**src/rtl/qerv_bufreg_ctrl.sv**
```systemverilog
// ============================================================================
//  Module   : qerv_bufreg_ctrl
//  Purpose  : Sequencer for the quad-serial buffer register. Runs an
//             address/operand init pass, an optional bus-wait or coarse-shift
//             phase, then a readout pass, and pulses done on completion.
//  Options  : QERV_DBUS_TIMEOUT_EN adds an 8-bit bus watchdog and o_bus_err.
//  Revision : 1.0 - initial release
// ============================================================================
`default_nettype none

module qerv_bufreg_ctrl #(
  parameter int BITS_PER_CYCLE = 4,
  parameter int LB = (BITS_PER_CYCLE > 1) ? $clog2(BITS_PER_CYCLE) : 1
) (
  input  logic          i_clk,
  input  logic          i_rst,
  input  logic          i_start,
  input  logic [1:0]    i_op,
  input  logic [4:0]    i_shamt,
  input  logic          i_dbus_ack,
  output logic          o_ready,
  output logic          o_done,
  output logic [4:0]    o_cnt,
  output logic          o_cnt0,
  output logic          o_cnt1,
  output logic          o_bufreg_en,
  output logic          o_bufreg_init,
  output logic          o_shift_op,
  output logic [LB-1:0] o_shift_counter_lsb,
`ifdef QERV_DBUS_TIMEOUT_EN
  output logic          o_bus_err,
`endif
  output logic          o_dbus_cyc
);

  // Coarse shift counts whole slices, so it uses the shamt bits above LB.
  localparam int         CW        = 5 - LB;
  localparam logic [4:0] CNT_STEP  = 5'(BITS_PER_CYCLE);
  localparam logic [4:0] CNT_LAST  = 5'(32 - BITS_PER_CYCLE);
  localparam logic [1:0] OP_MEM    = 2'b01;
  localparam logic [1:0] OP_SHIFT  = 2'b10;

  typedef enum logic [2:0] {
    IDLE  = 3'd0,
    INIT  = 3'd1,
    BUS   = 3'd2,
    SHIFT = 3'd3,
    RUN   = 3'd4,
    DONE  = 3'd5
  } state_t;

  state_t        state;
  state_t        state_next;
  logic [4:0]    cnt;
  logic [1:0]    op;
  logic [4:0]    shamt;
  logic [CW-1:0] shift_cnt;
  logic [CW-1:0] coarse;
  logic          last_slice;
  logic          pass_active;

  assign coarse      = shamt[4:LB];
  assign last_slice  = (cnt == CNT_LAST);
  assign pass_active = (state == INIT) || (state == RUN);

`ifdef QERV_DBUS_TIMEOUT_EN
  logic [7:0] watchdog;
  logic       bus_err;
  logic       timeout_hit;
  assign o_bus_err = bus_err;
`endif

  // State register.
  always_ff @(posedge i_clk) begin
    if (i_rst) begin
      state <= IDLE;
    end else begin
      state <= state_next;
    end
  end

  // Next-state decode and per-state control outputs.
  always_comb begin
    state_next    = state;
    o_ready       = 1'b0;
    o_done        = 1'b0;
    o_bufreg_en   = 1'b0;
    o_bufreg_init = 1'b0;
    o_dbus_cyc    = 1'b0;
`ifdef QERV_DBUS_TIMEOUT_EN
    timeout_hit   = 1'b0;
`endif
    case (state)
      IDLE: begin
        o_ready = 1'b1;
        if (i_start) state_next = INIT;
      end
      INIT: begin
        o_bufreg_en   = 1'b1;
        o_bufreg_init = 1'b1;
        if (last_slice) begin
          if (op == OP_MEM)             state_next = BUS;
          else if (op == OP_SHIFT)      state_next = (coarse != '0) ? SHIFT : RUN;
          else                          state_next = DONE;
        end
      end
      BUS: begin
        o_dbus_cyc = 1'b1;
        if (i_dbus_ack) begin
          state_next = RUN;
`ifdef QERV_DBUS_TIMEOUT_EN
        end else if (watchdog == 8'd254) begin
          // 255th wait cycle with no ack: give up and report the error.
          state_next  = DONE;
          timeout_hit = 1'b1;
`endif
        end
      end
      SHIFT: begin
        o_bufreg_en = 1'b1;
        if (shift_cnt == CW'(1)) state_next = RUN;
      end
      RUN: begin
        o_bufreg_en = 1'b1;
        if (last_slice) state_next = DONE;
      end
      DONE: begin
        o_done     = 1'b1;
        state_next = IDLE;
      end
      default: state_next = IDLE;
    endcase
  end

  // Operation latch, slice counter and coarse shift down-counter.
  always_ff @(posedge i_clk) begin
    if (i_rst) begin
      op        <= 2'b00;
      shamt     <= 5'd0;
      cnt       <= 5'd0;
      shift_cnt <= '0;
    end else begin
      if (state == IDLE && i_start) begin
        op    <= i_op;
        shamt <= i_shamt;
      end
      // Wraps from CNT_LAST back to 0 at the end of each pass.
      if (pass_active) cnt <= cnt + CNT_STEP;
      else             cnt <= 5'd0;
      if (state == INIT)       shift_cnt <= coarse;
      else if (state == SHIFT) shift_cnt <= shift_cnt - CW'(1);
    end
  end

`ifdef QERV_DBUS_TIMEOUT_EN
  // Bus watchdog counts wait cycles; error flag lives only in the DONE cycle.
  always_ff @(posedge i_clk) begin
    if (i_rst) begin
      watchdog <= 8'd0;
      bus_err  <= 1'b0;
    end else begin
      if (state == BUS) watchdog <= watchdog + 8'd1;
      else              watchdog <= 8'd0;
      bus_err <= timeout_hit;
    end
  end
`endif

  assign o_cnt               = cnt;
  assign o_cnt0              = pass_active && (cnt == 5'd0);
  assign o_cnt1              = pass_active && (cnt == CNT_STEP);
  assign o_shift_op          = (state != IDLE) && (op == OP_SHIFT);
  assign o_shift_counter_lsb = shamt[LB-1:0];

endmodule

`default_nettype wire

```
**config.mk**
```make
export PLATFORM = sky130hd
export DESIGN_NAME = qerv_bufreg_ctrl
export DESIGN_NICKNAME = d
export VERILOG_FILES = /design/src/rtl/qerv_bufreg_ctrl.sv
export SDC_FILE = /design/constraint.sdc
export NUM_CORES = 1
export LEC_CHECK = 0
export ABC_AREA = 1
export BUFFER_PORTS_ARGS = -buffer_cell sky130_fd_sc_hd__buf_2
export CORE_MARGIN = 8
export CORE_UTILIZATION = 50
export DETAILED_ROUTE_END_ITERATION = 6
export GPL_TIMING_DRIVEN = 0
export PLACE_DENSITY = 0.77
export SYNTH_ARGS = -nofsm -noshare
export SYNTH_HDL_FRONTEND = slang
export SYNTH_SLANG_ARGS = --single-unit
export TNS_END_PERCENT = 30
```
**constraint.sdc**
```tcl
create_clock -name i_clk -period 1.46 [get_ports i_clk]
set_clock_uncertainty 0.1 [all_clocks]
set_input_delay 0.292 -clock i_clk [delete_from_list [all_inputs] [get_ports i_clk]]
set_output_delay 0.292 -clock i_clk [all_outputs]
set_load 0.01 [all_outputs]
```
# ---- Word level (Yosys, flattened, before mapping)
# Cells that the tools add are included.
# W data, S select, Z words.
dict set report word_totals {
  register_bits 18
  latch_bits 0
  mem_bits_rw 0
  mem_bits_ro 0
  wordCells 52
  mem_count 0
}
dict set report op_classes {
  n_addsub 2
  mul 0
  n_div 0
  magnitude_cmp 0
  n_eq_ne 15
  shift 0
  mux 16
  n_bitwise 1
  n_reduce_logical 13
}
# op count
set op_table {}
lappend op_table {{$mux W3} 10}
lappend op_table {{$pmux W3 S5} 1}
lappend op_table {{$ne A2 B2 Y1 const B} 5}
lappend op_table {{$eq A3 B1 Y1 const B} 2}
lappend op_table {{$eq A3 B2 Y1 const B} 2}
lappend op_table {{$eq A3 B3 Y1 const B} 2}
lappend op_table {{$reduce_bool A3 Y1} 2}
lappend op_table {{$add A5 B3 Y5 const B} 1}
lappend op_table {{$eq A5 B3 Y1 const B} 1}
lappend op_table {{$eq A5 B5 Y1 const B} 1}
lappend op_table {{$logic_not A5 Y1} 1}
lappend op_table {{$mux W1} 5}
lappend op_table {{$reduce_and A5 Y1} 1}
lappend op_table {{$logic_and A1 B1 Y1} 4}
lappend op_table {{$logic_not A3 Y1} 1}
lappend op_table {{$reduce_or A3 Y1} 1}
lappend op_table {{$sub A3 B1 Y3 const B} 1}
lappend op_table {{$eq A2 B1 Y1 const B} 1}
lappend op_table {{$eq A2 B2 Y1 const B} 1}
lappend op_table {{$reduce_bool A2 Y1} 1}
lappend op_table {{$reduce_or A2 Y1} 1}
lappend op_table {{$logic_or A1 B1 Y1} 1}
lappend op_table {{$not A1 Y1} 1}

# ---- Depth between registers and ports, before layout
dict set report logic_depth {
  depth_word 6
  mapped_depth 10
}

# ---- Worst setup path after synthesis
# OpenSTA, ideal clock, no wires.
dict set report synth_path {
  path_kind {register to register}
  from {register state[0]}
  to {register op[0]}
  arrival_time_ps 1153
  t_required_ps 1240
  setup_slack_ps 87
  path_stages_with_launch 8
  synth_period_minus_slack_ps 1373
  cell_sequence {dfxtp_1 buf_6 nor2_1 inv_1 nor2_4 nand2_2 o21ai_0 a21oi_1}
}
dict set report synth_between {
  elab_chain_len 2
}
# item line_no
set synth_lines {}
lappend synth_lines {{start, declared} 52} ;# state_t state;
lappend synth_lines {{start signal, assigned} 78} ;# state <= state_next;
lappend synth_lines {{$logic_not A3 Y1} 143} ;# if (state == IDLE && i_start) begin
lappend synth_lines {{$logic_and A1 B1 Y1} 143}
lappend synth_lines {{end signal, assigned} 144} ;# op <= i_op;
lappend synth_lines {{end, declared} 55} ;# logic [1:0] op;
# Every way passes these cells.
# A chain may end at the register's enable or synchronous reset.

# ---- Worst setup path after layout
dict set report layout_path {
  from {register state[2]}
  to {output o_cnt1}
}
dict set report layout_between {
  elab_chain_len 3
  elab_cells_between_ends 4
  cone_classes {eq/ne: 2; reduce/logical: 2}
}
# item line_no
set layout_lines {}
lappend layout_lines {{$eq A3 B1 Y1 / $eq A3 B3 Y1 (equally long branches)} 64} ;# assign pass_active = (state == INIT) || (state == RUN);
lappend layout_lines {{$logic_or A1 B1 Y1 (*)} 64}
lappend layout_lines {{$logic_and A1 B1 Y1 (*)} 171} ;# assign o_cnt1 = pass_active && (cnt == CNT_STEP);
lappend layout_lines {{end, declared} 25} ;# output logic o_cnt1,
# Mark *: on every way between the ends. The rest lies on a longest branch, timed or not.

==> run metrics <==
CTS clk-pin slew, worst paths around 90 ps; clock buffer depth 2; met2 usage 0.241; run status finished with violations; post-synth top area share 0.345; Mapped Area roughly 930 um^2; CTS tree yes; I/O Buffers 23; largest area contributor in the netlist dfxtp_1; Min Hold Slack ~140 ps; total number of vias around 1000; post-DP HPWL 1560 um; core region area around 0.0017 mm^2; vias per cell 4.94; largest family of logic cells by synthesized area simple AND/OR/NAND/NOR gates; Critical Path, Cell by Cell inv_4 > nand3_4 > nand2_2 > nand2_1 > nor2_1 > buf_2; most common cell after layout, fill and taps aside nand2_1; Crit. End Element primary output; grt total ovfl 0; final setup margin -213 ps; slowest cell on the critical path dfxtp_4; Worst Hold Class input pin to register; Setup WS pre-CTS -69.2 ps; vias in the first global route 1009; Seq cells post-synth 16; Max Cap Viol 0; Seq/Total Area, Yosys 0.345; R2R cell count 10; most frequent cells in the layout 30 x nand2_1, 23 x buf_2, 21 x inv_1; M3 GR Usage 0.0434; WS Path Type register to primary output; Die Ht ~59 um; Setup crit end o_cnt1; Mapped Cells 140; largest net degree at the start of global routing 11; cts hold-fix bufs 0; RR Startpoint state[0]; Rows 15; CTS Buf Count 3; met1 Usage GRT 0.151; initial antenna violation count 0; Synth area leaders dfxtp_1 34%, nand2_1 13%, inv_1 9.3%; Die Area roughly 0.0035 mm^2; DR WL/cell ~12 um; Routed Wire Length about 2500 um; first-pass GRT wire length between 4000 and 5000 um; fin nets 200; CTS HTree Levels 1; DRC viols 0; First DRT Iteration DRCs 21; worst skew pair latency just under 300 ps; Fmax 0.598 GHz; Antenna Cells 0; IO Pins 26; DRT antenna net count 0; gr usage total 0.146; global routing's busiest layer met2; Final Max Tran Viols 0; Worst Path Required around 1100 ps; share of cells above drive strength 1 0.379; xor and xnor area share after synthesis 0; Final Wtd Congestion 0.760; failing checks negative setup slack; Setup Viol. Count Final 9; DRT Pass-1 Iters 4; Final Hold Viols 0; Synth Area in Adders 0.0808; clk root buf clkbuf_4; multiplexer area fraction after synthesis 0; Yosys Warn Count 0; RSZ-0062 raised after global routing yes; post-synthesis compound-gate area fraction 0.110; Sink Count 16; CP Max Fanout 6; Pwr per Cell Area between 1500 and 2000 mW/mm^2; area grow syn2layout 39.0%; Crit path arrival time approximately 1300 ps; critical path startpoint state[2]; Worst setup SP type register; leak pwr between 0.6 and 0.7 nW; Initial Util 0.533; Die Wd between 50 and 60 um; FF-to-FF setup slack -140 ps; Critical R2R Capture state[0]; Max VDD drop 1.17 mV; Netlist cell types 18; Simple-Gate Fraction of Synth Area 0.315; Tcrit/Tclk final 1.15; crit-path max cell delay 380 ps; Min Clock Period, post-route approximately 1700 ps; synthesized area per cell between 6 and 7 um^2
[how the worst min path moves through the flow]
stage          cells after the start  startpoint        to
2_1_floorplan                      1       i_rst  shamt[0]
3_3_place_gp                       2    shamt[1]  shamt[1]
3_5_place_dp                       2    shamt[0]  shamt[0]
4_1_cts                            2       i_rst  state[2]
5_1_grt                            2       i_rst  state[0]
6_report                           2       i_rst  state[2]
[worst max-delay path: cells and delay by family (launching register included)]
family	cells	cell delay, ps
flip-flops	1	380
AND/OR/NAND/NOR	4	380
buffers and inverters	2	230
[layer usage]
| metal | vias up | wire, um |
|---|---|---|
| met5 | - | 0 |
| met4 | 0 | 124 |
| met3 | 16 | 128 |
| met2 | 40 | 1200 |
| met1 | 451 | 1090 |
| li1 | 515 | - |
[report_power, final]
group          total [W]  switching, W  internal [W]  leakage (nW)
logic            0.00152      0.000838      0.000686         0.527
clock network   0.000295      0.000143      0.000152        0.0210
registers       0.000712      0.000135      0.000577         0.133
total            0.00253       0.00112       0.00142         0.681
[state kept, by name, summed over array words and instances, names as in the netlist]
| register | count |
|---|---|
| shamt | 5 |
| o_cnt | 3 |
| shift_cnt | 3 |
| state | 3 |
| op | 2 |
[cell type report]
| class | count | area [um^2] |
|---|---|---|
| Multi-Input combinational cell | 95 | 531 |
| Fill cell | 139 | 453 |
| Sequential cell | 16 | 333 |
| Timing Repair Buffer | 38 | 235 |
| Inverter | 25 | 96.3 |
| Clock buffer | 4 | 36.3 |
| Tap cell | 25 | 31.3 |
| Buffer | 4 | 30.0 |
[metrics by stage]
step | TNS (ps) | instances | power (W) | utilization | area, um^2
6_report | -1440 | 207 | 0.00253 | 0.741 | 1290
5_1_grt | -2350 | 207 | 0.00273 | 0.741 | 1290
4_1_cts | -937 | 204 | 0.00232 | 0.710 | 1240
3_5_place_dp | -140 | 189 | 0.00171 | 0.619 | 1080
3_3_place_gp | -51.7 | 189 | 0.00169 | 0.619 | 1080
2_1_floorplan | 0 | 141 | 0.00144 | - | 933
[cells in the mapped netlist]
master / count
nand2_1: 32
inv_1: 23
dfxtp_1: 16
nor2_1: 15
a21oi_1: 13
nand3_1: 11
ha_1: 6
o21ai_0: 6
buf_4: 4
nand2_2: 3
nor3_1: 3
inv_2: 2
buf_6: 1
conb_1: 1
nand3_2: 1
nor2_2: 1
nor2_4: 1
o211ai_1: 1
[timing repair]
item / in CTS / in global routing
gates resized for setup: 17 / 11
pin swaps: 7 / 6
setup endpoints to repair: 11 / 14
buffers inserted: 12 / 3
[logic make-up after synthesis]
family | Yosys count
simple gates | 67
buf+inv | 30
compound gates | 20
flops | 16
fa+ha+maj | 6
other cells | 1
Power figures use the tool's default switching activity.
